[src/rtl/goldschmidt_pkg.sv]
// Shared types and constants for the Goldschmidt divider controller.
//   gs_state_t : controller state encoding
//   gs_ctrl_t  : registered control word driven onto the datapath
//   gs_decode  : Moore output decode for one state
package goldschmidt_pkg;

    localparam logic [1:0] SEL_IA_D = 2'b00;
    localparam logic [1:0] SEL_IA_N = 2'b01;
    localparam logic [1:0] SEL_K_D  = 2'b10;
    localparam logic [1:0] SEL_K_N  = 2'b11;

    localparam logic SEL_K_IA = 1'b1;
    localparam logic SEL_K_FB = 1'b0;

    typedef enum logic [2:0] {
        GS_IDLE   = 3'd0,
        GS_INIT_D = 3'd1,
        GS_INIT_N = 3'd2,
        GS_ITER_D = 3'd3,
        GS_ITER_N = 3'd4,
        GS_DONE   = 3'd5
    } gs_state_t;

    typedef struct packed {
        logic       busy;
        logic       done;
        logic       load_n;
        logic       load_d;
        logic [1:0] sel_nd;
        logic       sel_k;
    } gs_ctrl_t;

    // Control word for a state; IDLE/DONE keep the IA selects parked.
    function automatic gs_ctrl_t gs_decode(input gs_state_t s);
        gs_ctrl_t c;
        c.busy   = 1'b0;
        c.done   = 1'b0;
        c.load_n = 1'b0;
        c.load_d = 1'b0;
        c.sel_nd = SEL_IA_D;
        c.sel_k  = SEL_K_IA;
        case (s)
            GS_INIT_D: begin
                c.busy   = 1'b1;
                c.load_d = 1'b1;
            end
            GS_INIT_N: begin
                c.busy   = 1'b1;
                c.load_n = 1'b1;
                c.sel_nd = SEL_IA_N;
            end
            GS_ITER_D: begin
                c.busy   = 1'b1;
                c.load_d = 1'b1;
                c.sel_nd = SEL_K_D;
                c.sel_k  = SEL_K_FB;
            end
            GS_ITER_N: begin
                c.busy   = 1'b1;
                c.load_n = 1'b1;
                c.sel_nd = SEL_K_N;
                c.sel_k  = SEL_K_FB;
            end
            GS_DONE: c.done = 1'b1;
            default: ;
        endcase
        return c;
    endfunction

endpackage

[src/rtl/gs_iter_counter.sv]
// Refinement-pair counter for the Goldschmidt controller.
//   clk, rst_n : clock, async active-low reset
//   clr        : synchronous clear to 0 (priority over en)
//   en         : count one completed K pair; saturates at NUM_ITER
//   last_c     : count == NUM_ITER-1, i.e. the current pair is the final one
module gs_iter_counter #(
    parameter int unsigned NUM_ITER = 4
) (
    input  logic clk,
    input  logic rst_n,
    input  logic clr,
    input  logic en,
    output logic last_c
);

    localparam int unsigned CNT_W = $clog2(NUM_ITER + 1);

    logic [CNT_W-1:0] count;

    // Saturating count so a stray enable can never wrap back to zero.
    always_ff @(posedge clk or negedge rst_n) begin
        if (!rst_n) begin
            count <= '0;
        end else if (clr) begin
            count <= '0;
        end else if (en && (count != CNT_W'(NUM_ITER))) begin
            count <= count + CNT_W'(1);
        end
    end

    assign last_c = (count == CNT_W'(NUM_ITER - 1));

endmodule

[src/rtl/goldschmidt_ctrl.sv]
// Sequencing controller for the Goldschmidt divider datapath.
//   clk, reset  : clock, async active-low reset
//   start       : begin a division (honoured in IDLE and DONE only)
//   abort       : synchronous cancel back to IDLE, highest priority
//   busy        : high INIT_D through the last ITER_N
//   done        : one-cycle pulse while datapath result holds the quotient
//   load_regN/D : datapath register captures (never both high)
//   sel_ND_mux  : operand select (IA*D, IA*N, K*D, K*N)
//   sel_K_mux   : 1 = IA multiplier, 0 = K = 2 - D feedback
module goldschmidt_ctrl
    import goldschmidt_pkg::*;
#(
    parameter int unsigned NUM_ITER = 4
) (
    input  logic       clk,
    input  logic       reset,
    input  logic       start,
    input  logic       abort,
    output logic       busy,
    output logic       done,
    output logic       load_regN,
    output logic       load_regD,
    output logic [1:0] sel_ND_mux,
    output logic       sel_K_mux
);

    gs_state_t state;
    gs_state_t state_next;
    gs_ctrl_t  ctrl;
    logic      cnt_clr;
    logic      cnt_en;
    logic      last_c;

    gs_iter_counter #(
        .NUM_ITER (NUM_ITER)
    ) u_iter_counter (
        .clk    (clk),
        .rst_n  (reset),
        .clr    (cnt_clr),
        .en     (cnt_en),
        .last_c (last_c)
    );

    // Next-state logic; abort overrides every other transition.
    always_comb begin
        state_next = state;
        cnt_clr    = 1'b0;
        cnt_en     = 1'b0;
        case (state)
            GS_IDLE:   if (start) state_next = GS_INIT_D;
            GS_INIT_D: state_next = GS_INIT_N;
            GS_INIT_N: begin
                cnt_clr    = 1'b1;
                state_next = GS_ITER_D;
            end
            GS_ITER_D: state_next = GS_ITER_N;
            GS_ITER_N: begin
                cnt_en     = 1'b1;
                state_next = last_c ? GS_DONE : GS_ITER_D;
            end
            GS_DONE:   state_next = start ? GS_INIT_D : GS_IDLE;
            default:   state_next = GS_IDLE;
        endcase
        if (abort) begin
            state_next = GS_IDLE;
        end
    end

    // State register plus the control word registered from the next state,
    // so outputs are glitch-free yet track the current state exactly.
    always_ff @(posedge clk or negedge reset) begin
        if (!reset) begin
            state <= GS_IDLE;
            ctrl  <= gs_decode(GS_IDLE);
        end else begin
            state <= state_next;
            ctrl  <= gs_decode(state_next);
        end
    end

    assign busy       = ctrl.busy;
    assign done       = ctrl.done;
    assign load_regN  = ctrl.load_n;
    assign load_regD  = ctrl.load_d;
    assign sel_ND_mux = ctrl.sel_nd;
    assign sel_K_mux  = ctrl.sel_k;

endmodule

[config.mk]
export PLATFORM = sky130hd
export DESIGN_NAME = goldschmidt_ctrl
export DESIGN_NICKNAME = d
export VERILOG_FILES = /design/src/rtl/goldschmidt_pkg.sv /design/src/rtl/gs_iter_counter.sv /design/src/rtl/goldschmidt_ctrl.sv
export SDC_FILE = /design/constraint.sdc
export NUM_CORES = 1
export LEC_CHECK = 0
export BUFFER_PORTS_ARGS = -buffer_cell sky130_fd_sc_hd__buf_2
export CORE_MARGIN = 2
export CORE_UTILIZATION = 40
export DETAILED_ROUTE_END_ITERATION = 10
export PLACE_DENSITY = 0.57
export RECOVER_POWER = 100
export REMOVE_ABC_BUFFERS = 1
export SKIP_CTS_REPAIR_TIMING = 1
export SLEW_MARGIN = 20
export SYNTH_ARGS = -nofsm -noshare
export SYNTH_HDL_FRONTEND = slang
export SYNTH_HIERARCHICAL = 1
export SYNTH_SLANG_ARGS = --single-unit
[constraint.sdc]
create_clock -name clk -period 1.7 [get_ports clk]
set_input_delay 0.34 -clock clk [delete_from_list [all_inputs] [get_ports clk]]
set_output_delay 0.34 -clock clk [all_outputs]
set_load 0.01 [all_outputs]
# Yosys cells after proc, flatten, opt, wreduce, memory -nomap -nowiden
# Index checks and enable logic that the tools add are counted.
# totals
reg_bits	13
out_inout_bits	7
elab_cells	43
# op_classes
addsub	1
eq_ne	12
n_mux	15
n_reduce_logical	7
# op_table
cell	count
$pmux 3 s6	1
$eq 3x2->1 const B	5
$mux 3	5
$eq 3x3->1 const B	4
$mux 1	8
$eq 3x1->1 const B	2
$pmux 2 s3	1
$reduce_or 2->1	3
$reduce_or 4->1	1
$add 3x1->3 const B	1
$logic_not 3->1	1
$ne 3x3->1 const B	1
$reduce_bool 2->1	1
$logic_and 1x1->1	1

# Logic depth before layout (Yosys ltp)
# logic_depth
word_depth	7
depth_mapped	5

# By module
# Netlist, hierarchy kept.
# by_module_without_submodules
mod	instances	cells_per_inst	area_each_um2	seq_area_each_um2
goldschmidt_ctrl	1	43	431.7	226.5
gs_iter_counter	1	18	190.2	75.1

# Worst setup path before layout
# Ideal clock, no wire load.
# synth_path
kind	register to register
startpoint	reg u_iter_counter.count[0]
endpoint	reg ctrl, in the netlist sel_ND_mux[1]
arrival_time_ps	1430
required_ps	1627
slack_ps	197
stages_incl_launch_ff	6
path_buffers	0
period_less_slack_ps	1503
path_cell_list	dfrtp_1 -> ha_1 -> ha_1 -> or3b_1 -> mux2i_1 -> nor2b_1
# synth_via
elab_chain_len	6
elab_cells_between_ends	8
cone_classes	4 x eq/ne; 4 x mux
# synth_rtl
item	line_no	text
start: declaration	gs_iter_counter.sv:18	logic [CNT_W-1:0] count;
start signal: assignment	gs_iter_counter.sv:27	count <= count + CNT_W'(1);
$eq 3x2->1 (*)	gs_iter_counter.sv:31	assign last_c = (count == CNT_W'(NUM_ITER - 1));
named net last_c	goldschmidt_ctrl.sv:32	logic last_c;
$mux 3 (*)	goldschmidt_ctrl.sv:59	state_next = last_c ? GS_DONE : GS_ITER_D;
$pmux 3 s6 (*)	goldschmidt_ctrl.sv:49	case (state)
$mux 3 (*)	goldschmidt_ctrl.sv:64	if (abort) begin
$eq 3x3->1 or $eq 3x2->1 (tied branches)	goldschmidt_pkg.sv:42	case (s)
$pmux 2 s3 (*)	goldschmidt_pkg.sv:42	
end signal: assignment	goldschmidt_ctrl.sv:74	ctrl <= gs_decode(GS_IDLE);
end signal: assignment	goldschmidt_ctrl.sv:77	ctrl <= gs_decode(state_next);
end: declaration	goldschmidt_ctrl.sv:29	gs_ctrl_t ctrl;
# Mark *: on every way through the listed nets, which the timed path passes. The rest lies on a longest branch.
# A chain may end at the register's enable or synchronous reset.

# Worst setup path in the final report
# Same ends and word-level chain as after synthesis.

==> impl_results.md <==
- Worst-case clock buffer depth: 2
- Initial antenna violation count: 0
- R2R cell count: 5
- Worst-margin pin slew: 638 ps
- Hold Path Stages: 2
- Number of synthesized register bits: 12
- Area Overhead vs Synth: 13.1%
- HP Class: input pin to register
- Worst-path clk slew: about 80 ps
- Std-Cell Rows: 14
- Crit share post-route: between 90% and 100%
- Setup TNS Final: 0 ps
- Final Wtd Congestion: 0.772
- Antenna viol nets, final: 0
- Max Clk Rate: 0.611 GHz
- Detail Placement HPWL: slightly below 800 um
- Min Tclk post-route: between 1500 and 2000 ps
- VDD IR max: approximately 0.54 mV
- Clock sink count: 12
- WP data required: roughly 1900 ps
- Flop pwr share: roughly half
- Root buffer cell: clkbuf_4
- Clk Latency, worst-skew pair: 270 ps
- Initial drt markers: 16
- 1st-pass router iterations: 4
- Via Count: 457
- Max capacitance violation total: 0
- Placed instance count: between 80 and 90
- Share of layout cells above drive strength 1: between 10% and 20%
- WP data arrival: roughly 1800 ps
- R2r setup slk: 60 ps
- DRC violations left: 0
- Setup crit start kind: register
- Final WL: 1080 um
- Fin area: approximately 700 sq um
- # fillers: between 100 and 150
- Height of the die: between 40 and 50 um
- Sw Share: between 20% and 30%
- Ant diodes: 0
- Slew Limit Fails: 0
- Synth Warn #: 6
- Final std cells w/o fill: 90
- Post-placement cell area: between 600 and 700 sq um
- CP endpoint kind: register
- Wire per inst: around 12 um
- Starting Density: between 40% and 50%
- Die width: between 40 and 50 um
- Cell Int Power: between 0.0004 and 0.0005 W
- Skew final: approximately 4.8 ps
- WS Path Type: register to register
- Relative slew slack: between 50% and 60%
- Core area: approximately 0.0015 sq mm
- Gr usage total: 13.8%
- Logic gate share of total power: about 15%
- Synthesized area: 622 sq um
- Htree depth: 1
- Post-synthesis cell count: between 60 and 70
- Vias per cell: around 5.1
- PD cells: between 900 and 1000 mW/mm^2
- PortBufs: 10
- Vias in the first global route: between 400 and 500
- Net switching power: roughly 0.00016 W
- Syn avg cell area: 10.2 sq um
- Worst-path maximum fanout: 4
- Highest routed layer: met4
- Largest net degree at the start of global routing: 13
- Cts bufs inserted: 3
- Hold WS: around 340 ps
- Nets@finish: 82
- CTS tree: built
- Die area: 0.00189 sq mm
- Clock Power Share: between 30% and 40%
- # setup viols final: 0
- RSZ-0062 raised after global routing: no
- Final Hold Viols: 0
- Outcome: finished clean
- Sequential share of the synthesized area: about half
- Leakage: ~0.32 nW
- First-pass GRT wire length: between 1500 and 2000 um
- Ports: 11
- Netlist cell types: 29
- Metal2 WL: around 460 um
- Routed wl met3: around 69 um
- Global route overflow: 0
- M1 WL: 534 um
power by group through the flow:
stage          logic [W]  clock network (W)  registers (W)
6_report       0.0000941           0.000226       0.000320
3_3_place_gp    0.000100                  0       0.000324
2_1_floorplan  0.0000532                  0       0.000333
5_1_grt         0.000108           0.000248       0.000322
4_1_cts         0.000101           0.000235       0.000319
3_5_place_dp    0.000101                  0       0.000325
final timing paths:
check                                        start                      end
max                        u_iter_counter/count[0]            sel_ND_mux[1]
min                                          abort                 state[2]
max reg2reg                u_iter_counter/count[0]            sel_ND_mux[1]
min reg2reg                u_iter_counter/count[2]  u_iter_counter/count[2]
max in group asynchronous                    reset  u_iter_counter/count[2]
min in group asynchronous                    reset                     busy
layout by cell type, fill, tap and decap left out:
cell / n
nor2b_1: 3
dlygate4sd3_1: 1
a22oi_1: 1
clkbuf_1: 10
a21boi_0: 2
dfstp_2: 1
clkbuf_4: 3
nor4_1: 1
a311oi_1: 1
a21o_1: 1
buf_2: 2
nor2_1: 8
nand2b_1: 1
o21ai_0: 1
mux2i_1: 2
clkbuf_8: 1
ha_1: 3
buf_4: 1
or2_2: 1
dfrtp_1: 11
inv_1: 6
a221oi_1: 1
nor3b_1: 2
or2b_1: 1
nand2_1: 2
a21oi_1: 3
xnor2_1: 1
or3_1: 1
or3b_4: 1
o32ai_1: 1
through the flow:
stage                     total power (W)  worst slack, ps  util [%]
after global routing             0.000678             1.61      47.2
after global placement           0.000425              150      45.9
final                            0.000639             64.5      47.2
after CTS                        0.000655             74.9      48.3
after floorplan                  0.000386              198         -
after detailed placement         0.000426             98.9      45.9
cells by family after synthesis:
| family | count (synthesis) | share of synthesized area (%) |
|---|---|---|
| buf+inv | 11 | 8.65 |
| flops | 12 | 48.5 |
| simple gates | 21 | 18.1 |
| fa+ha+maj | 3 | 6.04 |
| xor+xnor | 1 | 1.41 |
| compound gates | 11 | 14.1 |
| mux | 2 | 3.22 |
layout make-up:
type                       instances  area, sq um  area share, %
sequential                        12          302           42.9
clock buffer                       4         36.3           5.16
inverter                           6         22.5           3.20
timing repair buffer              14         65.1           9.25
multi-input combinational         38          258           36.7
tap                               16         20.0           2.85
registers in the layout, indices dropped and copies added (netlist names):
register	cells
load_regN	1
sel_ND_mux	1
state	3
u_iter_counter/count	3
sel_K_mux	1
busy	1
done	1
load_regD	1
routing by layer:
metal  vias to the layer above  track usage, %
li1                        227               -
met5                         -               0
met1                       211            18.2
met4                         0            3.64
met3                         4            7.50
met2                        15            19.7
critical path: stages (launching register included):
cell     delay (ps)
dfrtp_1         410
ha_1            210
ha_1            220
or3b_4          380
mux2i_1         190
nor2b_1         160
cell usage after synthesis, drive strengths merged:
cell type,number,area (sq um)
nand2b,1,6.26
or3,1,6.26
o32ai,1,8.76
a221oi,1,8.76
xnor2,1,8.76
mux2i,2,20.0
a21o,1,7.51
a21boi,2,26.3
dfrtp,11,275
dfstp,1,26.3
nor2b,3,18.8
or2b,1,7.51
o21ai,1,5.00
clkbuf,2,7.51
nor3b,2,15.0
or2,1,6.26
nor4,1,6.26
ha,3,37.5
nor2,8,30.0
a21oi,3,15.0
a22oi,1,7.51
nand2,2,7.51
buf,3,23.8
a311oi,1,8.76
inv,6,22.5
or3b,1,8.76
No activity file was read; power rests on OpenSTA's default activity.
